[config.mk]
export PLATFORM = sky130hd
export DESIGN_NAME = snitch_tcdm_bank_arb
export DESIGN_NICKNAME = d
export VERILOG_FILES = /design/src/rtl/snitch_tcdm_arb_pkg.sv /design/src/rtl/snitch_tcdm_arb_rsp_tracker.sv /design/src/rtl/snitch_tcdm_bank_arb.sv
export SDC_FILE = /design/constraint.sdc
export NUM_CORES = 1
export LEC_CHECK = 0
export CAP_MARGIN = 20
export CORE_AREA = 2 2 163 165
export DETAILED_ROUTE_END_ITERATION = 12
export DIE_AREA = 0 0 165 167
export SETUP_SLACK_MARGIN = 0.2
export SLEW_MARGIN = 25
export SYNTH_ARGS = -nofsm -noshare
export SYNTH_HDL_FRONTEND = slang
export SYNTH_SLANG_ARGS = --single-unit
[constraint.sdc]
create_clock -name clk_i -period 1.7 [get_ports clk_i]
set_input_delay 0.34 -clock clk_i [delete_from_list [all_inputs] [get_ports clk_i]]
set_output_delay 0.34 -clock clk_i [all_outputs]
set_load 0.005 [all_outputs]
[src/rtl/snitch_tcdm_arb_pkg.sv]
// Shared types and sizing helpers for the TCDM bank arbiter.
package snitch_tcdm_arb_pkg;

  // The track entry carries a fixed-width index so the type can live here; the
  // arbiter uses the low idx_width(NumReq) bits and compares the full field.
  localparam int unsigned MaxIdxWidth = 8;

  function automatic int unsigned idx_width(input int unsigned num);
    return (num > 1) ? $clog2(num) : 1;
  endfunction

  function automatic int unsigned starve_width(input int unsigned limit);
    return $clog2(limit + 1);
  endfunction

  typedef struct packed {
    logic                   valid;
    logic [MaxIdxWidth-1:0] idx;
  } rsp_track_t;

endpackage

[src/rtl/snitch_tcdm_arb_rsp_tracker.sv]
// Fixed-depth shift register that remembers which requester owns each in-flight bank access.
module snitch_tcdm_arb_rsp_tracker
  import snitch_tcdm_arb_pkg::*;
#(
  parameter int unsigned Depth = 1
) (
  input  logic       clk_i,
  input  logic       rst_i,
  input  rsp_track_t in_i,
  output rsp_track_t out_o
);

  rsp_track_t [Depth-1:0] pipe_q;

  always_ff @(posedge clk_i or posedge rst_i) begin
    if (rst_i) begin
      pipe_q <= '0;
    end else begin
      pipe_q[0] <= in_i;
      for (int unsigned i = 1; i < Depth; i++) begin
        pipe_q[i] <= pipe_q[i-1];
      end
    end
  end

  assign out_o = pipe_q[Depth-1];

endmodule

[src/rtl/snitch_tcdm_bank_arb.sv]
// Per-bank round-robin arbiter with lock-in, starvation escalation and response steering.
// Define SNITCH_TCDM_ARB_STATS_EN to enable the conflict_cnt_o statistics counter.
module snitch_tcdm_bank_arb
  import snitch_tcdm_arb_pkg::*;
#(
  parameter  int unsigned NumReq                = 2,
  parameter  int unsigned AddrWidth             = 10,
  parameter  int unsigned DataWidth             = 64,
  parameter  int unsigned MemoryResponseLatency = 1,
  parameter  int unsigned StarveLimit           = 16,
  localparam int unsigned StrbWidth             = DataWidth / 8
) (
  input  logic                             clk_i,
  input  logic                             rst_i,
  input  logic [NumReq-1:0]                req_valid_i,
  output logic [NumReq-1:0]                req_ready_o,
  input  logic [NumReq-1:0][AddrWidth-1:0] req_addr_i,
  input  logic [NumReq-1:0]                req_write_i,
  input  logic [NumReq-1:0][DataWidth-1:0] req_wdata_i,
  input  logic [NumReq-1:0][StrbWidth-1:0] req_strb_i,
  output logic [NumReq-1:0]                rsp_valid_o,
  output logic [DataWidth-1:0]             rsp_rdata_o,
  output logic                             mem_req_o,
  input  logic                             mem_gnt_i,
  output logic [AddrWidth-1:0]             mem_addr_o,
  output logic                             mem_we_o,
  output logic [DataWidth-1:0]             mem_wdata_o,
  output logic [StrbWidth-1:0]             mem_be_o,
  input  logic [DataWidth-1:0]             mem_rdata_i,
  output logic [31:0]                      conflict_cnt_o
);

  localparam int unsigned IdxWidth    = idx_width(NumReq);
  localparam int unsigned StarveWidth = starve_width(StarveLimit);

  typedef logic [IdxWidth-1:0]    idx_t;
  typedef logic [StarveWidth-1:0] starve_t;

  idx_t                    sel_idx;
  idx_t                    rr_q;
  idx_t                    lock_idx_q;
  logic                    lock_q;
  logic                    accept;
  starve_t [NumReq-1:0]    starve_q;
  rsp_track_t              track_in;
  rsp_track_t              track_out;

  // Priority: active lock, then lowest starving requester, then round-robin from rr_q.
  always_comb begin
    logic        found;
    int unsigned cand;
    sel_idx = '0;
    found   = 1'b0;
    cand    = 0;
    if (lock_q) begin
      sel_idx = lock_idx_q;
    end else begin
      for (int unsigned j = 0; j < NumReq; j++) begin
        if (!found && req_valid_i[j] && (starve_q[j] >= StarveWidth'(StarveLimit))) begin
          sel_idx = idx_t'(j);
          found   = 1'b1;
        end
      end
      for (int unsigned i = 0; i < NumReq; i++) begin
        cand = (int'(rr_q) + i) % NumReq;
        if (!found && req_valid_i[cand]) begin
          sel_idx = idx_t'(cand);
          found   = 1'b1;
        end
      end
    end
  end

  // Requests are masked while reset is held so nothing is accepted into a cleared pipe.
  assign mem_req_o = (|req_valid_i) & ~rst_i;
  assign accept    = mem_req_o & mem_gnt_i;

  always_comb begin
    for (int unsigned k = 0; k < NumReq; k++) begin
      req_ready_o[k] = accept && (sel_idx == idx_t'(k));
    end
  end

  assign mem_addr_o  = mem_req_o ? req_addr_i[sel_idx]  : '0;
  assign mem_we_o    = mem_req_o ? req_write_i[sel_idx] : 1'b0;
  assign mem_wdata_o = mem_req_o ? req_wdata_i[sel_idx] : '0;
  assign mem_be_o    = mem_req_o ? req_strb_i[sel_idx]  : '0;

  always_ff @(posedge clk_i or posedge rst_i) begin
    if (rst_i) begin
      lock_q     <= 1'b0;
      lock_idx_q <= '0;
      rr_q       <= '0;
      starve_q   <= '0;
    end else begin
      if (mem_req_o && !mem_gnt_i) begin
        lock_q     <= 1'b1;
        lock_idx_q <= sel_idx;
      end else if (accept) begin
        lock_q <= 1'b0;
      end
      if (accept) begin
        rr_q <= (sel_idx == idx_t'(NumReq - 1)) ? '0 : sel_idx + 1'b1;
      end
      for (int unsigned j = 0; j < NumReq; j++) begin
        if (req_ready_o[j]) begin
          starve_q[j] <= '0;
        end else if (req_valid_i[j] && (starve_q[j] < StarveWidth'(StarveLimit))) begin
          starve_q[j] <= starve_q[j] + 1'b1;
        end
      end
    end
  end

  assign track_in.valid = accept;
  assign track_in.idx   = MaxIdxWidth'(sel_idx);

  snitch_tcdm_arb_rsp_tracker #(
    .Depth (MemoryResponseLatency)
  ) i_rsp_tracker (
    .clk_i (clk_i),
    .rst_i (rst_i),
    .in_i  (track_in),
    .out_o (track_out)
  );

  always_comb begin
    for (int unsigned k = 0; k < NumReq; k++) begin
      rsp_valid_o[k] = track_out.valid && (track_out.idx == MaxIdxWidth'(k));
    end
  end

  assign rsp_rdata_o = mem_rdata_i;

`ifdef SNITCH_TCDM_ARB_STATS_EN
  logic [31:0] conflict_q;

  always_ff @(posedge clk_i or posedge rst_i) begin
    if (rst_i) begin
      conflict_q <= '0;
    end else if (($countones(req_valid_i) >= 2) || (mem_req_o && !mem_gnt_i)) begin
      conflict_q <= conflict_q + 32'd1;
    end
  end

  assign conflict_cnt_o = conflict_q;
`else
  assign conflict_cnt_o = '0;
`endif

endmodule

==> Yosys cells after proc, flatten, opt, wreduce, memory -nomap -nowiden <==
Index checks and enable logic that the tools add are counted.
{ "op_classes": {"n_addsub": 4, "bitwise_logic": 4, "n_mux": 33, "n_reduce_logical": 21, "order_cmp": 7} }
{ "op_table": {"columns": ["operator", "count"], "rows": [
  ["64-bit 2-to-1 mux", 3],
  ["10-bit 2-to-1 mux", 3],
  ["8-bit 2-to-1 mux", 3],
  ["1-bit 2-to-1 mux", 20],
  ["5-bit 2-to-1 mux", 4],
  ["1-bit logical AND", 12],
  ["5-bit by 1-bit adder with 5-bit output (second input constant)", 2],
  ["5-bit greater-or-equal comparator (second input constant)", 2],
  ["5-bit < comparator (second input constant)", 2],
  ["8-bit zero test", 1],
  ["1-bit by 2-bit < comparator with 1-bit output (second input constant)", 3],
  ["2-bit nonzero test", 3],
  ["1-bit zero test", 4],
  ["1-bit adder (second input constant)", 2],
  ["1-bit AND", 2],
  ["1-bit inverter", 2],
  ["2-bit OR reduction", 1]
]} }
{ "totals": {"elab_cells": 76, "in_bits": 235, "register_bits": 15, "out_inout_bits": 184} }

==> Logic depth before layout (Yosys ltp) <==
Gate-level depths: netlist of run 1.
{ "depth": {"depth_word": 20, "depth_mapped": 6, "mapped_depth_nobuf": 4} }

==> Modules after synthesis <==
A second synthesis of run 1 with hierarchy kept.
{ "hier_totals": {"cells_unflattened": 456, "area_unflattened_um2": 3459.6} }
{ "modules_own_cells": {"columns": ["module", "seq_area_each_um2", "instances", "area_per_inst_um2", "cells_each"], "rows": [
  ["snitch_tcdm_bank_arb", 325.3, 1, 3230.6, 446],
  ["snitch_tcdm_arb_rsp_tracker", 225.2, 1, 229.0, 10]
]} }

==> Least setup slack after synthesis of run 1 <==
No wires, ideal clock.
{ "synth_path": {"path_type": "register to output", "start": "reg starve_q[4] in the netlist's numbering", "end": "out mem_addr_o[0]", "required_ns": 1.360, "path_stages_with_launch": 7, "path_slack_ns": 0.007, "arrival_ns": 1.353, "path_buffers": 2, "path_cell_list": "dfrtp_1 > o21bai_1 > a31o_1 > buf_6 > inv_16 > buf_12 > mux2i_1"} }
{ "synth_between": {"elab_chain_len": 20, "word_cells_on_any_way": 22, "classes_between": "order compare: 1; mux: 13; reduce/logical: 8"} }
{ "synth_lines": {"columns": ["item", "line_no", "source"], "rows": [
  ["start, declared", "snitch_tcdm_bank_arb.sv:44", "starve_t [NumReq-1:0] starve_q;"],
  ["start signal, assigned by index", "snitch_tcdm_bank_arb.sv:109", "starve_q[j] <= starve_q[j] + 1'b1;"],
  ["5-bit greater-or-equal comparator (*)", "snitch_tcdm_bank_arb.sv:59", "if (!found && req_valid_i[j] && (starve_q[j] >= StarveWidth'(StarveLimit))) begin"],
  ["1-bit logical AND (*)", "snitch_tcdm_bank_arb.sv:59", null],
  ["1-bit 2-to-1 mux (*)", "snitch_tcdm_bank_arb.sv:59", null],
  ["1-bit 2-to-1 mux (*)", "snitch_tcdm_bank_arb.sv:55", "if (lock_q) begin"],
  ["1-bit zero test", "snitch_tcdm_bank_arb.sv:59", null],
  ["1-bit logical AND (2 in series)", "snitch_tcdm_bank_arb.sv:59", null],
  ["1-bit 2-to-1 mux", "snitch_tcdm_bank_arb.sv:59", null],
  ["1-bit 2-to-1 mux", "snitch_tcdm_bank_arb.sv:55", null],
  ["(+2 left out)", null, null],
  ["1-bit 2-to-1 mux", "snitch_tcdm_bank_arb.sv:66", "if (!found && req_valid_i[cand]) begin"],
  ["1-bit 2-to-1 mux", "snitch_tcdm_bank_arb.sv:55", null],
  ["1-bit zero test", "snitch_tcdm_bank_arb.sv:66", null],
  ["1-bit logical AND", "snitch_tcdm_bank_arb.sv:66", null],
  ["1-bit 2-to-1 mux (*)", "snitch_tcdm_bank_arb.sv:66", null],
  ["1-bit 2-to-1 mux (*)", "snitch_tcdm_bank_arb.sv:55", null],
  ["10-bit 2-to-1 mux (implied by the code) (*) (2 in series)", "snitch_tcdm_bank_arb.sv:84", "assign mem_addr_o = mem_req_o ? req_addr_i[sel_idx] : '0;"],
  ["10-bit 2-to-1 mux (*)", "snitch_tcdm_bank_arb.sv:84", null],
  ["end, declared", "snitch_tcdm_bank_arb.sv:25", "output logic [AddrWidth-1:0] mem_addr_o,"]
]} }
Every way passes the cells marked *; elsewhere a longest branch is shown, timed or not. The select of a mux whose other input is x is not followed.

==> Worst setup path after layout of run 1 <==
{ "layout_path": {"start": "reg starve_q[9] in the netlist's numbering", "end": "out mem_wdata_o[14]"} }
{ "layout_between": {"elab_chain_len": 15, "word_cells_on_any_way": 17, "classes_between": "order compare: 1; mux: 11; reduce/logical: 5"} }
{ "layout_lines": {"columns": ["item", "line_no", "source"], "rows": [
  ["5-bit greater-or-equal comparator (*)", "snitch_tcdm_bank_arb.sv:59", null],
  ["1-bit logical AND (*)", "snitch_tcdm_bank_arb.sv:59", null],
  ["1-bit 2-to-1 mux", "snitch_tcdm_bank_arb.sv:59", null],
  ["1-bit 2-to-1 mux", "snitch_tcdm_bank_arb.sv:55", null],
  ["1-bit zero test", "snitch_tcdm_bank_arb.sv:66", null],
  ["1-bit logical AND", "snitch_tcdm_bank_arb.sv:66", null],
  ["1-bit 2-to-1 mux", "snitch_tcdm_bank_arb.sv:66", null],
  ["1-bit 2-to-1 mux", "snitch_tcdm_bank_arb.sv:55", null],
  ["1-bit zero test", "snitch_tcdm_bank_arb.sv:66", null],
  ["1-bit logical AND", "snitch_tcdm_bank_arb.sv:66", null],
  ["1-bit 2-to-1 mux (*)", "snitch_tcdm_bank_arb.sv:66", null],
  ["1-bit 2-to-1 mux (*)", "snitch_tcdm_bank_arb.sv:55", null],
  ["64-bit 2-to-1 mux (implied by the code) (*) (2 in series)", "snitch_tcdm_bank_arb.sv:86", "assign mem_wdata_o = mem_req_o ? req_wdata_i[sel_idx] : '0;"],
  ["64-bit 2-to-1 mux (*)", "snitch_tcdm_bank_arb.sv:86", null],
  ["end, declared", "snitch_tcdm_bank_arb.sv:27", "output logic [DataWidth-1:0] mem_wdata_o,"]
]} }
Marks and branches as above.

==> results of run 1 <==
worst max-delay path, stage by stage (launching register included):
cell and delay (ns):
dfrtp_1 0.41, o21bai_4 0.19, a31o_4 0.30, buf_12 0.16, clkinv_16 0.08, buf_12 0.14, mux2i_2 0.19, buf_2 0.15
repair_timing:
item,4_1_cts,5_1_grt
resized for setup,425,16
endpoints found under the setup margin,102,93
cloned,11,0
buffers inserted,42,5
pin swaps,8,1
where the power goes:
group	internal (mW)	switching, mW	leakage [nW]
registers	0.489	0.106	0.187
logic	2.13	1.36	2.82
clock network	0.314	0.143	0.0409
flip-flops by register name (all words and copies together), names as in the netlist:
name and count:
rr_q 1, starve_q 10, lock_idx_q 1, i_rsp_tracker.out_o 2, lock_q 1
worst max-delay path by stage:
stage | to
floorplan | mem_addr_o[0]
global placement | mem_wdata_o[51]
detailed placement | mem_wdata_o[51]
CTS | mem_addr_o[4]
global route | mem_be_o[7]
finish | mem_wdata_o[14]
stage by stage:
step                area (um2)  setup TNS (ns)  cells  power (mW)
CTS                       6450          -36.73   1038        4.47
finish                    6560          -37.45   1043        4.55
global placement          5780          -82.91    981        3.32
floorplan                 3380               0    475        2.27
detailed placement        5780          -84.38    981        3.35
global route              6560          -43.42   1043        4.87
cells by family (layout without fill, tap and decap cells):
group	Yosys count	count (layout)
AO/OA/AOI/OAI	21	21
multiplexers	86	86
other	1	32
XOR/XNOR	4	4
AND/OR/NAND/NOR	185	185
adder cells (fa/ha/maj)	2	2
buffers and inverters	130	363
flip-flops	15	15
routing by layer:
metal | wire (um) | vias up | part of all wire, %
li1 | - | 1836 | -
met5 | 0 | - | 0
met3 | 2290 | 22 | 14
met2 | 8040 | 248 | 50
met4 | 443 | 0 | 2.8
met1 | 5240 | 1683 | 33
cell usage in the layout, fill, tap and decap left out, drive strengths merged, types with 4 or more instances in the layout:
cell,Yosys,final
conb,1,32
nand2,167,167
buf,121,183
a21oi,10,10
and2,4,4
inv,3,4
dfrtp,15,15
mux2i,86,86
clkdlybuf4s50,0,167
layout make-up:
cell class                 instances  area share (%)
clock buffer                       3            1.14
tap                              335            6.39
clock inverter                     1          0.0763
multi-input combinational        330            31.0
timing repair inverter             2           0.706
timing repair buffer             354            54.5
inverter                           3           0.420
sequential                        15            5.72
==> flow_metrics.env, run 1 <==
export IMPL_status="finished, violations left"
export IMPL_failed_checks="setup timing"
export IMPL_grt_max_degree=16
export IMPL_hold_viol=0
export IMPL_maxSlewViolCount=0
export IMPL_reg2reg_to="starve_q[5]$_DFFE_PP0P_"
export IMPL_vias_per_cell=3.63
export IMPL_cp_required_ns=1.36
export IMPL_clock_sinks=15
export IMPL_rows=59
export IMPL_globalRouteMet3Util_pct=5.28
export IMPL_dr_pass1_iters=4
export IMPL_synth_seq_area_share_pct=11.5
export IMPL_utilization_pct=25.5
export IMPL_max_freq_mhz=452
export IMPL_area_growth_pct=101
export IMPL_path_class="register to primary output"
export IMPL_power_density_mw_per_mm2=693
export IMPL_tritoncts="built"
export IMPL_critPathMaxFanout=6
export IMPL_cp_end_kind="primary output"
export IMPL_vias=3789
export IMPL_io_buffers=258
export IMPL_root_buffer="clkbuf_16"
export IMPL_rsz0062_at_grt="yes"
export IMPL_synth_mux_area_share_pct=26.4
export IMPL_grt_overflow_total=0
export IMPL_synth_simple_area_share_pct=22.5
export IMPL_synth_compound_area_share_pct=5.25
export IMPL_grt_pass1_vias=3837
export IMPL_synth_seq_cells=15
export IMPL_globalplace_congestion=0.794
export IMPL_yosysMostFrequentCell="nand2_1"
export IMPL_die_w_um=165
export IMPL_synth_edff_count=0
export IMPL_start_util_pct=12.7
export IMPL_yosys_area_top_type="mux2i_1"
export IMPL_fillers=2823
export IMPL_core_area_mm2=0.0258
export IMPL_fin_crit_ns=2.21
export IMPL_power_leakage_nw=3.05
export IMPL_drive_above_1_share_pct=30.5
export IMPL_finalSetupViolations=86
export IMPL_synthArstFlopShare_pct=100
export IMPL_syn_avg_cell_area_um2=7.35
export IMPL_wl_per_cell_um=15.4
export IMPL_worstPathArrival_ns=1.87
export IMPL_ios=419
export IMPL_grtUsageTotal_pct=10.9
export IMPL_postLayoutSetupSlackWorst_ns=-0.511
export IMPL_reg2regPathDepth=7
export IMPL_cts_inserted_buffers=3
export IMPL_grt_pass1_wl_um=22300
export IMPL_drtAntennaViolNets=0
export IMPL_synthDistinctLibCells=33
export IMPL_cap_violations=0
export IMPL_grt_met1_usage_pct=10.1
export IMPL_synthAdderAreaFrac_pct=0.767
export IMPL_place_ws_ns=-1.07
export IMPL_ys_warn_count=0
export IMPL_cts_hold_buf=0
export IMPL_dp_hpwl_um=11500
export IMPL_yosys_top_cells_area="mux2i_1 (26%), buf_4 (22%), nand2_1 (19%)"
export IMPL_drt_iter0_drc=59
export IMPL_final_nets=946
export IMPL_die_area_mm2=0.0276
export IMPL_fin_crit_sh_pct=130
export IMPL_die_h_um=167
export IMPL_syn_instance_count=444
export IMPL_min_path_type="input port to asynchronous set/reset pin"
export IMPL_r2r_slack_ns=0.11
export IMPL_multi_input_area_mm2=0.00204
export IMPL_drt_total_wl_um=16000
export IMPL_drc_errors=0
export IMPL_antenna_found_initial=0
export IMPL_synth_top_cells_by_count="nand2_1 (167), buf_4 (97), mux2i_1 (86)"
export IMPL_syn_area_mm2=0.00326
export IMPL_grt_use_met2_pct=20.7
export IMPL_synth_top_family_by_area="buffers and inverters"
export IMPL_cts_max_level=1
export IMPL_busiest_layer="met2"
export IMPL_synth_main_ff_cell="dfrtp_1"
export IMPL_n_antenna_cell=0
export IMPL_cp_startpoint="starve_q[9]$_DFFE_PP0P_"
export IMPL_fin_hold_ws_ns=0.229
export IMPL_regArea_um2=375
export IMPL_synthXorXnorAreaFrac_pct=1.07
export IMPL_synth_top_area_share_pct=26.4
export IMPL_start_kind="register"
export IMPL_r2r_start="starve_q[9]$_DFFE_PP0P_"
export IMPL_skew_ns=0.00416
export IMPL_clk_latency_ns=0.25
export IMPL_path_clk_slew_ns=0.05
export IMPL_clock_path_buffers=2
export IMPL_worst_ir_drop_vdd_mv=0.341
Note: power is estimated with default switching activity, not from simulation.
==> inputs of run 2 (changes only) <==
- CORE_AREA: 2 2 163 165 -> 4 4 161 163
==> flow_metrics.env, run 2 (synthesis results as in run 1) <==
export IMPL_die_w_um=165
export IMPL_power_frac_seq_pct=13.2
export IMPL_path_class="register to primary output"
export IMPL_cp_required_ns=1.36
export IMPL_r2r_start="lock_q$_DFFE_PP0P_"
export IMPL_fin_hold_ws_ns=0.141
export IMPL_vias=3746
export IMPL_power_leakage_nw=2.96
export IMPL_area_growth_pct=94.0
export IMPL_ios=419
export IMPL_fin_crit_sh_pct=134
export IMPL_r2r_slack_ns=0.21
export IMPL_drive_above_1_share_pct=29.5
export IMPL_power_internal_mw=2.95
export IMPL_globalRouteMet3Util_pct=5.44
export IMPL_final_cell_mix="clkdlybuf4s50_1 (167), nand2_1 (166), buf_2 (84), mux2i_1 (80), buf_6 (40)"
export IMPL_p_comb_share_pct=76.4
export IMPL_clock_sinks=15
export IMPL_grt_pass1_wl_um=21900
export IMPL_cap_violations=0
export IMPL_clk_latency_ns=0.25
export IMPL_tritoncts="built"
export IMPL_worst_ir_drop_vdd_mv=0.371
export IMPL_globalplace_congestion=0.815
export IMPL_grt_pass1_vias=3679
export IMPL_io_buffers=258
export IMPL_path_clk_slew_ns=0.05
export IMPL_grt_use_met2_pct=20.1
export IMPL_skew_ns=0.00621
export IMPL_finalSetupViolations=86
export IMPL_busiest_layer="met2"
export IMPL_grtUsageTotal_pct=10.5
export IMPL_clock_path_buffers=2
export IMPL_dp_hpwl_um=12300
export IMPL_max_freq_mhz=439
export IMPL_grt_met1_usage_pct=9.45
export IMPL_final_nets=937
export IMPL_pwr_share_clk_pct=10.3
export IMPL_mostFrequentLayoutCell="clkdlybuf4s50_1"
export IMPL_reg2reg_to="starve_q[8]$_DFFE_PP0P_"
export IMPL_dr_pass1_iters=4
export IMPL_vias_per_cell=3.66
export IMPL_hold_viol=0
export IMPL_drt_iter0_drc=113
export IMPL_start_kind="register"
export IMPL_critPathMaxFanout=7
export IMPL_cp_end_kind="primary output"
export IMPL_regArea_um2=375
export IMPL_cts_max_level=1
export IMPL_postLayoutSetupSlackWorst_ns=-0.579
export IMPL_largest_register_ffs=10
export IMPL_antenna_found_initial=2
export IMPL_fin_crit_ns=2.28
export IMPL_fillers=2691
export IMPL_core_area_mm2=0.0243
export IMPL_wl_per_cell_um=16.0
export IMPL_rsz0062_at_grt="yes"
export IMPL_dp_cells=964
export IMPL_worstPathArrival_ns=1.94
export IMPL_n_antenna_cell=0
export IMPL_finalNonFillerCells=1023
export IMPL_p_sw_share_pct=35.0
export IMPL_p_sw_mw=1.59
export IMPL_grt_max_degree=18
export IMPL_failed_checks="setup timing"
export IMPL_status="finished, violations left"
export IMPL_die_h_um=167
export IMPL_root_buffer="clkbuf_16"
export IMPL_start_util_pct=13.4
export IMPL_min_path_type="input port to asynchronous set/reset pin"
export IMPL_drt_total_wl_um=16400
export IMPL_reg2regPathDepth=7
export IMPL_regMostFlops="starve_q"
export IMPL_cts_inserted_buffers=3
export IMPL_drc_errors=0
export IMPL_power_density_mw_per_mm2=716
export IMPL_multi_input_area_mm2=0.00205
export IMPL_drtAntennaViolNets=0
export IMPL_grt_overflow_total=0
export IMPL_rows=57
export IMPL_maxSlewViolCount=0
export IMPL_die_area_mm2=0.0276
[run 2: power groups by stage]
| stage | registers (mW) | logic (mW) | clock network (mW) |
|---|---|---|---|
| 6_report | 0.600 | 3.46 | 0.468 |
| 5_1_grt | 0.621 | 3.73 | 0.494 |
| 4_1_cts | 0.598 | 3.39 | 0.474 |
| 3_5_place_dp | 0.590 | 2.71 | 0 |
| 3_3_place_gp | 0.588 | 2.69 | 0 |
| 2_1_floorplan | 0.573 | 1.70 | 0 |
[run 2: worst max path at each step]
stage	endpoint	slack (ns)	startpoint	cells after the start
6_report	mem_wdata_o[49]	-0.58	starve_q[4]$_DFFE_PP0P_	8
5_1_grt	mem_wdata_o[12]	-0.68	starve_q[4]$_DFFE_PP0P_	9
4_1_cts	mem_wdata_o[49]	-0.58	starve_q[4]$_DFFE_PP0P_	8
3_5_place_dp	mem_wdata_o[2]	-1.09	req_valid_i[1]	7
3_3_place_gp	mem_wdata_o[2]	-1.10	req_valid_i[1]	7
2_1_floorplan	mem_addr_o[0]	0.02	starve_q[4]$_DFFE_PP0P_	6
[run 2: repair_timing]
action | 4_1_cts | 5_1_grt
hold endpoints to repair | 0 | 0
pin swaps | 4 | 5
buffers inserted | 41 | 6
hold buffers | 0 | 0
resized for setup | 411 | 39
endpoints found under the setup margin | 102 | 94
gates cloned | 8 | 0
[run 2: area by class of cell]
class,instances,share of cell area [%]
clock buffers,4,1.25
repair buffers,346,53.3
flip-flops and latches,15,5.93
inverters,3,0.435
multi-input cells,330,32.4
repair inverters,1,0.257
well taps,324,6.40
[run 2: stage by stage]
stage | util (%) | power, mW | setup WS, ns | area [um2] | setup TNS (ns)
2_1_floorplan | - | 2.27 | 0.0175 | 3380 | 0
3_3_place_gp | 23.4 | 3.28 | -1.10 | 5690 | -81.78
3_5_place_dp | 23.4 | 3.30 | -1.09 | 5690 | -82.30
4_1_cts | 25.8 | 4.46 | -0.578 | 6280 | -40.02
5_1_grt | 26.0 | 4.84 | -0.676 | 6330 | -48.43
6_report | 26.0 | 4.53 | -0.579 | 6330 | -40.95
[run 2: layer usage]
layer / vias up / share of wire, %
met5: - / 0.13
li1: 1817 / -
met2: 266 / 52
met4: 4 / 2.4
met1: 1630 / 31
met3: 29 / 15
[run 2: worst max-delay path, cell delays in order, from the launching register on]
cell,delay [ns]
dfrtp_1,0.40
o21bai_4,0.18
a31o_4,0.28
inv_16,0.10
buf_12,0.11
buf_6,0.09
buf_12,0.13
mux2i_4,0.24
buf_2,0.14
==> inputs of run 3 (changes only) <==
- RECOVER_POWER: default -> 25
- SLEW_MARGIN: 25 -> 30
==> flow_metrics.env, run 3 (synthesis results as in run 1) <==
export IMPL_status="finished, violations left"
export IMPL_failed_checks="setup timing"
export IMPL_vias_per_cell=3.66
export IMPL_fin_tns_setup_ns=-40.94
export IMPL_power_leakage_nw=2.96
export IMPL_mostFrequentLayoutCell="clkdlybuf4s50_1"
export IMPL_cp_cell_sequence="o21bai_4 > a31o_4 > inv_16 > buf_12 > buf_6 > buf_12 > mux2i_4 > buf_2"
export IMPL_clk_latency_ns=0.25
export IMPL_start_kind="register"
export IMPL_cap_violations=0
export IMPL_die_h_um=167
export IMPL_power_density_mw_per_mm2=716
export IMPL_path_common_cell="buf_12"
export IMPL_worst_ir_drop_vdd_mv=0.371
export IMPL_skew_ns=0.00615
export IMPL_grt_max_degree=18
export IMPL_die_w_um=165
export IMPL_grt_met1_usage_pct=9.45
export IMPL_area_growth_pct=93.9
export IMPL_regMostFlops="starve_q"
export IMPL_hold_viol=0
export IMPL_globalplace_congestion=0.815
export IMPL_path_class="register to primary output"
export IMPL_clock_sinks=15
export IMPL_dp_hpwl_um=12300
export IMPL_grtUsageTotal_pct=10.5
export IMPL_ios=419
export IMPL_dr_pass1_iters=4
export IMPL_fillers=2694
export IMPL_critPathMaxFanout=7
export IMPL_io_buffers=258
export IMPL_cts_inserted_buffers=3
export IMPL_r2r_start="lock_q$_DFFE_PP0P_"
export IMPL_grt_pass1_wl_um=21900
export IMPL_path_clk_slew_ns=0.05
export IMPL_utilization_pct=26.0
export IMPL_vias=3748
export IMPL_regArea_um2=375
export IMPL_cp_required_ns=1.36
export IMPL_max_freq_mhz=439
export IMPL_tritoncts="built"
export IMPL_root_buffer="clkbuf_16"
export IMPL_postLayoutSetupSlackWorst_ns=-0.579
export IMPL_finalSetupViolations=86
export IMPL_grt_pass1_vias=3679
export IMPL_rows=57
export IMPL_drt_total_wl_um=16400
export IMPL_multi_input_area_mm2=0.00205
export IMPL_fin_crit_ns=2.28
export IMPL_cp_end_kind="primary output"
export IMPL_largest_register_ffs=10
export IMPL_drtAntennaViolNets=0
export IMPL_die_area_mm2=0.0276
export IMPL_rsz0062_at_grt="yes"
export IMPL_globalRouteMet3Util_pct=5.44
export IMPL_grt_overflow_total=0
export IMPL_fin_crit_sh_pct=134
export IMPL_drive_above_1_share_pct=29.2
export IMPL_cp_slowest_cell="dfrtp_1"
export IMPL_cts_max_level=1
export IMPL_drc_errors=0
export IMPL_wl_per_cell_um=16.0
export IMPL_cp_startpoint="starve_q[4]$_DFFE_PP0P_"
export IMPL_n_antenna_cell=0
export IMPL_cts_hold_buf=0
export IMPL_grt_use_met2_pct=20.1
export IMPL_busiest_layer="met2"
export IMPL_drt_iter0_drc=111
export IMPL_maxSlewViolCount=0
export IMPL_core_area_mm2=0.0243
export IMPL_worst_pin_slew_ns=0.876
export IMPL_start_util_pct=13.4
export IMPL_final_cell_mix="clkdlybuf4s50_1 (167), nand2_1 (166), buf_2 (83), mux2i_1 (80), buf_6 (40)"
export IMPL_min_path_type="input port to asynchronous set/reset pin"
export IMPL_slowest_delay_ns=0.40
export IMPL_final_nets=937
export IMPL_slew_headroom_pct=41.6
export IMPL_antenna_found_initial=2
export IMPL_worstPathArrival_ns=1.94
export IMPL_clock_path_buffers=2
==> run 3: final timing paths <==
path / endpoint / slack (ns) / depth (start not counted)
min in group clk_i: lock_idx_q$_DFFE_PP0P_ / 0.46 / 3
max: mem_wdata_o[49] / -0.58 / 8
min: lock_idx_q$_DFFE_PP0P_ / 0.38 / 3
max in group asynchronous: starve_q[7]$_DFFE_PP0P_ / 0.78 / 3
max reg2reg: starve_q[8]$_DFFE_PP0P_ / 0.21 / 7
min reg2reg: rr_q$_DFFE_PP0P_ / 0.57 / 2
==> run 3: repair_timing <==
action	4_1_cts	5_1_grt
cloned	8	0
buffers inserted	41	6
pin swaps	4	5
resized for setup	411	39
endpoints found under the setup margin	102	94
==> run 3: per-stage QoR <==
stage	hold WS [ns]	std cells	area [um2]	worst slack, ns	power, mW
floorplan	0.250	475	3380	0.0175	2.27
global placement	0.504	964	5690	-1.10	3.28
detailed placement	0.502	964	5690	-1.09	3.30
CTS	0.148	1017	6280	-0.578	4.46
global route	0.467	1023	6330	-0.676	4.84
finish	0.383	1023	6330	-0.579	4.53
==> run 3: final cells by class <==
type                            count  share of cell area [%]
Clock buffer                        4                    1.25
Inverter                            3                   0.435
Multi-Input combinational cell    330                    32.4
Sequential cell                    15                    5.93
Tap cell                          324                    6.41
Timing Repair Buffer              346                    53.3
Timing Repair inverter              1                   0.257
==> run 3: critical path, delay by kind of cell (launching register included) <==
family	cells	cell delay, ns
muxes	1	0.24
AOI/OAI and AO/OA	2	0.46
DFF	1	0.40
buffers and inverters	5	0.57
==> run 3: power breakdown <==
part | total (mW) | internal, mW | leakage, nW | switching, mW
Clock | 0.468 | 0.318 | 0.0382 | 0.150
Sequential | 0.600 | 0.489 | 0.187 | 0.111
Combinational | 3.46 | 2.14 | 2.73 | 1.32
Total | 4.53 | 2.95 | 2.96 | 1.59
==> run 3: metal layers <==
metal	vias to the layer above	routed length, um
met5	-	21
met4	4	391
met3	29	2440
met2	266	8430
met1	1632	5080
li1	1817	-
==> RTL change 1: new RTL, settings of run 1 <==
Set the parameter `DataWidth` to 96 (it was 64).
--- a/src/rtl/snitch_tcdm_bank_arb.sv
+++ b/src/rtl/snitch_tcdm_bank_arb.sv
@@ -5,7 +5,7 @@
 #(
   parameter  int unsigned NumReq                = 2,
   parameter  int unsigned AddrWidth             = 10,
-  parameter  int unsigned DataWidth             = 64,
+  parameter  int unsigned DataWidth             = 96,
   parameter  int unsigned MemoryResponseLatency = 1,
   parameter  int unsigned StarveLimit           = 16,
   localparam int unsigned StrbWidth             = DataWidth / 8
Interface: changed (6 resized); port bits go from 419 to 591. The function was not compared with the original's and may differ.
==> RTL change 1 against run 1 <==
The run still ends with negative setup slack left. Clock power decreased by 2%. Sequential power decreased by 1%. Worst hold slack got worse by 0.068 ns. Design area increased by 23%. Global-route usage increased by 3.5 points. Total power increased by 7.8%. Routed wire length increased by 39%. Synthesized cell count increased by 34%. Register-to-register slack improved by 0.13 ns. Sequential cell count unchanged. Area after synthesis increased by 23%. Setup slack improved by 0.019 ns. Largest power group unchanged.
==> RTL change 1: results (changes against run 1) <==
Outcome
  – Status: finished with violations
  – Failing checks: negative setup slack

Place
  – Hpwl dp: 17.7 mm (+55%)
  – Port bufs: 366 (+42%)
  – DP Worst Slack: -1.03 ns (+0.0404 ns)
  – GP Congestion: 0.847 (+6.7%)

Synth
  – Commonest cells post-synth: nand2_1, buf_4, mux2i_1
  – Synth area leaders: mux2i_1, buf_4, nand2_1, dfrtp_1, buf_2
  – Async SR Flop Fraction: 100% (unchanged)
  – Compound-cell area share of the yosys netlist: 3.65% (-1.6 points)
  – Seq/Total Area, Yosys: 9.35% (-2.2 points)
  – Adder-cell share of the synthesized area: 0.623% (-0.14 points)
  – XOR/XNOR Fraction of Synth Area: 0.873% (-0.20 points)
  – Predominant post-synthesis flop cell: dfrtp_1
  – Cell variety after synth: 29 (-12%)
  – YS warnings: 0 (unchanged)
  – Portion of netlist area occupied by mux cells: 30.5% (+4.1 points)

Clocking
  – Clk slew on worst S/H paths: 0.05 ns (about the same)
  – CTS max path bufs: 2 (unchanged)
  – CTS root buf: clkbuf_16
  – H-Tree Depth: 1 (unchanged)
  – CTS buffer count: 3 (unchanged)
  – Clk_lat worst skew: 0.24 ns

Global routing
  – GR Util All Layers: 14.4% (+3.5 points)
  – Largest net degree at the start of global routing: 26 (+10)
  – Vias in the first global route: 4,892 (+27%)
  – Initial antenna violation count: 1 (+1)
  – First-pass GRT wire length: 30.2 mm (+35%)

Worst setup path
  – Critical Path AT: 1.85 ns (-0.02 ns)
  – Worst-path maximum fanout: 25 (+19)
  – Cell depth of the worst flop-to-flop path: 6 (-1)

Pwr
  – Sw Share: 35.9% (+0.49 points)
  – Max IR drop VDD: 0.510 mV (+49%)
  – Leak: 3.80 nW (+24%)

Cells and area
  – Share of layout cells above drive strength 1: 26.8% (-3.7 points)
  – Largest register FFs: 10 (unchanged)
  – Most flops, register: starve_q
  – Nets: 1,268 (+34%)

Timing
  – Final setup violation count: 121 (+41%)
  – Worst Skew: 0.00168 ns (-0.00248 ns)
  – Final WS setup: -0.493 ns (+0.0185 ns)

Hold path
  – Hold/Removal Path Class: primary input to async pin

Drt
  – Mean number of vias per cell: 3.87 (+6.5%)
  – Per-cell routed wire length: 17.6 µm (+15%)
  – Iter 0 DRT Violations: 144 (+140%)
  – Drt first pass iters: 4 (unchanged)
[RTL change 1: cell count changes after synthesis, moves of 2 or more]
cell,run 1,this run
nand2_1,167,238
mux2i_1,86,121
buf_4,97,128
buf_2,11,31
buf_12,9,0
a21oi_1,2,10
a21oi_2,8,0
nand2b_1,2,4
o21ba_2,0,2
[RTL change 1: final timing paths]
path / slack (ns) / startpoint / end
max: -0.49 / lock_q / mem_wdata_o[2]
min: 0.16 / rst_i / starve_q[6]
max reg2reg: 0.24 / lock_q / starve_q[8]
min reg2reg: 0.58 / starve_q[8] / starve_q[8]
max in group asynchronous: 1.36 / rst_i / starve_q[4]
min in group clk_i: 0.48 / rst_i / lock_idx_q
[RTL change 1: worst max-delay path: stages (launching register included)]
cell     delay, ns
dfrtp_1       0.41
mux2_4        0.33
o21ai_4       0.09
inv_6         0.05
buf_12        0.16
buf_4         0.16
mux2i_2       0.21
buf_2         0.17
[RTL change 1: kinds of logic after synthesis]
kind of cell	count (synthesis)
compound gates	21
xor+xnor	4
fa+ha+maj	2
buf+inv	172
flops	15
mux	122
other cells	1
simple gates	258
[RTL change 1: metal layers]
metal / wire length, µm / GRT usage (%)
met5: 0 / 0
met4: 627 / 3.74
met3: 3370 / 8.49
met2: 10300 / 24.3
met1: 7860 / 15.2
[RTL change 1: final cells by class]
cell class / instances / area (µm²)
fill: 2765 / 17700
sequential: 15 / 375
tap: 335 / 419
timing repair buffer: 466 / 4520
inverter: 2 / 12.5
clock buffer: 4 / 78.8
antenna: 1 / 2.50
multi-input combinational: 439 / 2660
[RTL change 1: timing repair]
action / in CTS / in global routing
setup buffers: 17 / 4
pin swaps: 4 / 2
endpoints found under the setup margin: 138 / 124
gates cloned: 9 / 3
resized for setup: 498 / 38
[RTL change 1: power groups by stage]
stage | clock network [mW] | registers [mW] | logic, mW
2_1_floorplan | 0 | 0.565 | 1.88
3_3_place_gp | 0 | 0.581 | 3.72
3_5_place_dp | 0 | 0.581 | 3.74
4_1_cts | 0.458 | 0.586 | 3.74
5_1_grt | 0.481 | 0.610 | 4.16
6_report | 0.448 | 0.588 | 3.87
[RTL change 1: metrics by stage]
| stage | instance area, µm² | hold slack [ns] | TNS, ns | cells | power (mW) |
|---|---|---|---|---|---|
| final | 8070 | 0.162 | -47.15 | 1262 | 4.90 |
| after global routing | 8070 | 0.178 | -55.70 | 1262 | 5.26 |
| after CTS | 8040 | 0.166 | -48.33 | 1254 | 4.78 |
| after detailed placement | 7730 | 0.564 | -115.64 | 1224 | 4.32 |
| after global placement | 7730 | 0.556 | -114.54 | 1224 | 4.30 |
| after floorplan | 4170 | 0.250 | 0 | 626 | 2.45 |
==> RTL change 2: new RTL, settings of run 1 <==
Without the edit above. Add a define of `SNITCH_TCDM_ARB_STATS_EN`.
--- a/src/rtl/snitch_tcdm_bank_arb.sv
+++ b/src/rtl/snitch_tcdm_bank_arb.sv
@@ -1,5 +1,7 @@
 // Per-bank round-robin arbiter with lock-in, starvation escalation and response steering.
 // Define SNITCH_TCDM_ARB_STATS_EN to enable the conflict_cnt_o statistics counter.
+`define SNITCH_TCDM_ARB_STATS_EN
+
 module snitch_tcdm_bank_arb
   import snitch_tcdm_arb_pkg::*;
 #(
Function: changed (Yosys sat finds a counterexample within 4 cycles, from zero or initial values and one cycle with rst_i high).
==> RTL change 2 against run 1 <==
The run still ends with negative setup slack left. First-iteration DRC count grew 150%. Total power grew 48%. Design area grew 28%. Register-to-register slack lost 0.29 ns. Routed wire length grew 35%. Setup slack lost 0.11 ns. Area after synthesis grew 15%. Synthesized cell count grew 20%. Sequential cell count grew 32. Global-route usage grew 3.0 points. Combinational power grew 22%. Maximum frequency shrank 4.6%. Clock skew grew 0.0034 ns. Critical endpoint is now mem_wdata_o[16]. Largest power group unchanged.
==> RTL change 2: results (changes against run 1) <==
Drt
  – Mean number of vias per cell: 4.07 (+12%)
  – Drt first pass iters: 6 (+2)
  – Iter 0 DRT Violations: 146 (+150%)
  – Per-cell routed wire length: 18.1 µm (+18%)

Timing
  – Final setup violation count: 96 (+12%)
  – Post-route setup TNS: -47.18 ns (-9.74 ns)
  – Tightest Pin Transition: 0.619 ns
  – Min Hold Slack: 0.333 ns (+0.104 ns)
  – Worst Skew: 0.00757 ns (+0.00341 ns)
  – Final WS setup: -0.618 ns (-0.106 ns)

Synth
  – Synth area leaders: dfrtp_1, nand2_1, buf_4, a21oi_1, xnor2_1
  – Commonest cells post-synth: nand2_1, a21oi_1, buf_4
  – Synth Net Count: 773
  – Async SR Flop Fraction: 100% (unchanged)
  – Cell variety after synth: 36 (+9.1%)
  – Seq/Total Area, Yosys: 31.3% (+20 points)
  – Syn Inst Count: 535 (+20%)

Hold path
  – Hold/Removal Path Class: primary input to async pin

Worst setup path
  – FF-to-FF End: starve_q[4]
  – Cell depth of the worst flop-to-flop path: 12 (+5)
  – Critical Path AT: 1.98 ns (+0.11 ns)
  – Origin of the critical flop-to-flop path: rr_q
  – FF-to-FF setup slack: -0.18 ns (-0.29 ns)
  – Crit-path max cell delay: 0.38 ns (-0.03 ns)

Global routing
  – Vias in the first global route: 4,706 (+23%)
  – Global Route met1 Usage: 14.1% (+3.9 points)
  – First-pass GRT wire length: 28.8 mm (+29%)
  – Routing usage on met3: 7.97% (+2.7 points)
  – GR Util All Layers: 13.9% (+3.0 points)
  – M2 GR Usage: 24.7% (+4.0 points)
  – Largest net degree at the start of global routing: 84 (+68)

Pwr
  – Max IR drop VDD: 0.651 mV (+91%)
  – Leak: 4.07 nW (+33%)

Clocking
  – Clk_lat worst skew: 0.29 ns (+0.04 ns)
  – Post-CTS sizing: 499 (+17%)
  – H-Tree Depth: 2 (+1)
  – CTS buffer count: 5 (+2)
  – Post-CTS Setup Inserts: 48 (+14%)
  – Clk slew on worst S/H paths: 0.07 ns (+0.02 ns)
  – CTS root buf: clkbuf_16

Cells and area
  – Fin cells: 1,198 (+15%)
  – Share of layout cells above drive strength 1: 39.2% (+8.7 points)
  – Largest register FFs: 32 (+22)

Place
  – Hpwl dp: 14.4 mm (+26%)
  – Placed instance count: 1,112 (+13%)
  – GP Congestion: 0.860 (+8.4%)
  – Port bufs: 290 (+12%)
  – DP Worst Slack: -1.09 ns (-0.0162 ns)
  – Post-DP Area: 6970 µm² (+20%)

Outcome
  – Failing checks: negative setup slack
  – Status: finished with violations
RTL change 2: changes by cell type after synthesis, moves of 23 or more:
cell / run 1 / this run
a21oi_1: 2 / 87
buf_4: 97 / 65
dfrtp_1: 15 / 47
mux2i_1: 86 / 2
nor2_1: 3 / 26
RTL change 2: worst max-delay path by stage:
stage                      end            from  slack [ns]
3_3_place_gp   mem_wdata_o[15]  req_valid_i[1]       -1.08
2_1_floorplan      mem_be_o[0]           rst_i       -0.31
5_1_grt        mem_wdata_o[28]     starve_q[4]       -0.70
4_1_cts            mem_be_o[1]     starve_q[9]       -0.62
6_report       mem_wdata_o[16]     starve_q[4]       -0.62
3_5_place_dp   mem_wdata_o[15]  req_valid_i[1]       -1.09
RTL change 2: final cells by class:
class                           instances  area [µm²]
Sequential cell                        47        1180
Clock inverter                          1        8.76
Inverter                                5        41.3
Tap cell                              335         419
Fill cell                            2672       17300
Timing Repair Buffer                  414        4110
Multi-Input combinational cell        389        2520
Clock buffer                            7         143
RTL change 2: cells by family after synthesis:
group                      count (synthesis)  synth area share [%]
muxes                                      3                 0.832
adders and majority gates                  3                 0.998
and+or+nand+nor                          254                  29.0
AOI/OAI and AO/OA                         92                  12.6
xor gates and xnor gates                  37                  8.62
DFF                                       47                  31.3
buffers and inverters                     99                  16.7
RTL change 2: worst min-delay path: stages:
cell	delay [ns]
buf_2	0.14
clkinvlp_4	0.10
buf_4	0.52
RTL change 2: power breakdown:
part,switching [mW],internal (mW),leakage (nW)
Clock,0.423,0.589,0.0741
Sequential,0.171,1.31,0.612
Combinational,1.81,2.45,3.39
Total,2.40,4.35,4.07
RTL change 2: metal layers:
layer  vias up  wire length [µm]
met1      2257              7310
met4         0               388
li1       2346                 -
met5         -                 0
met3        28              3180
met2       239             10800
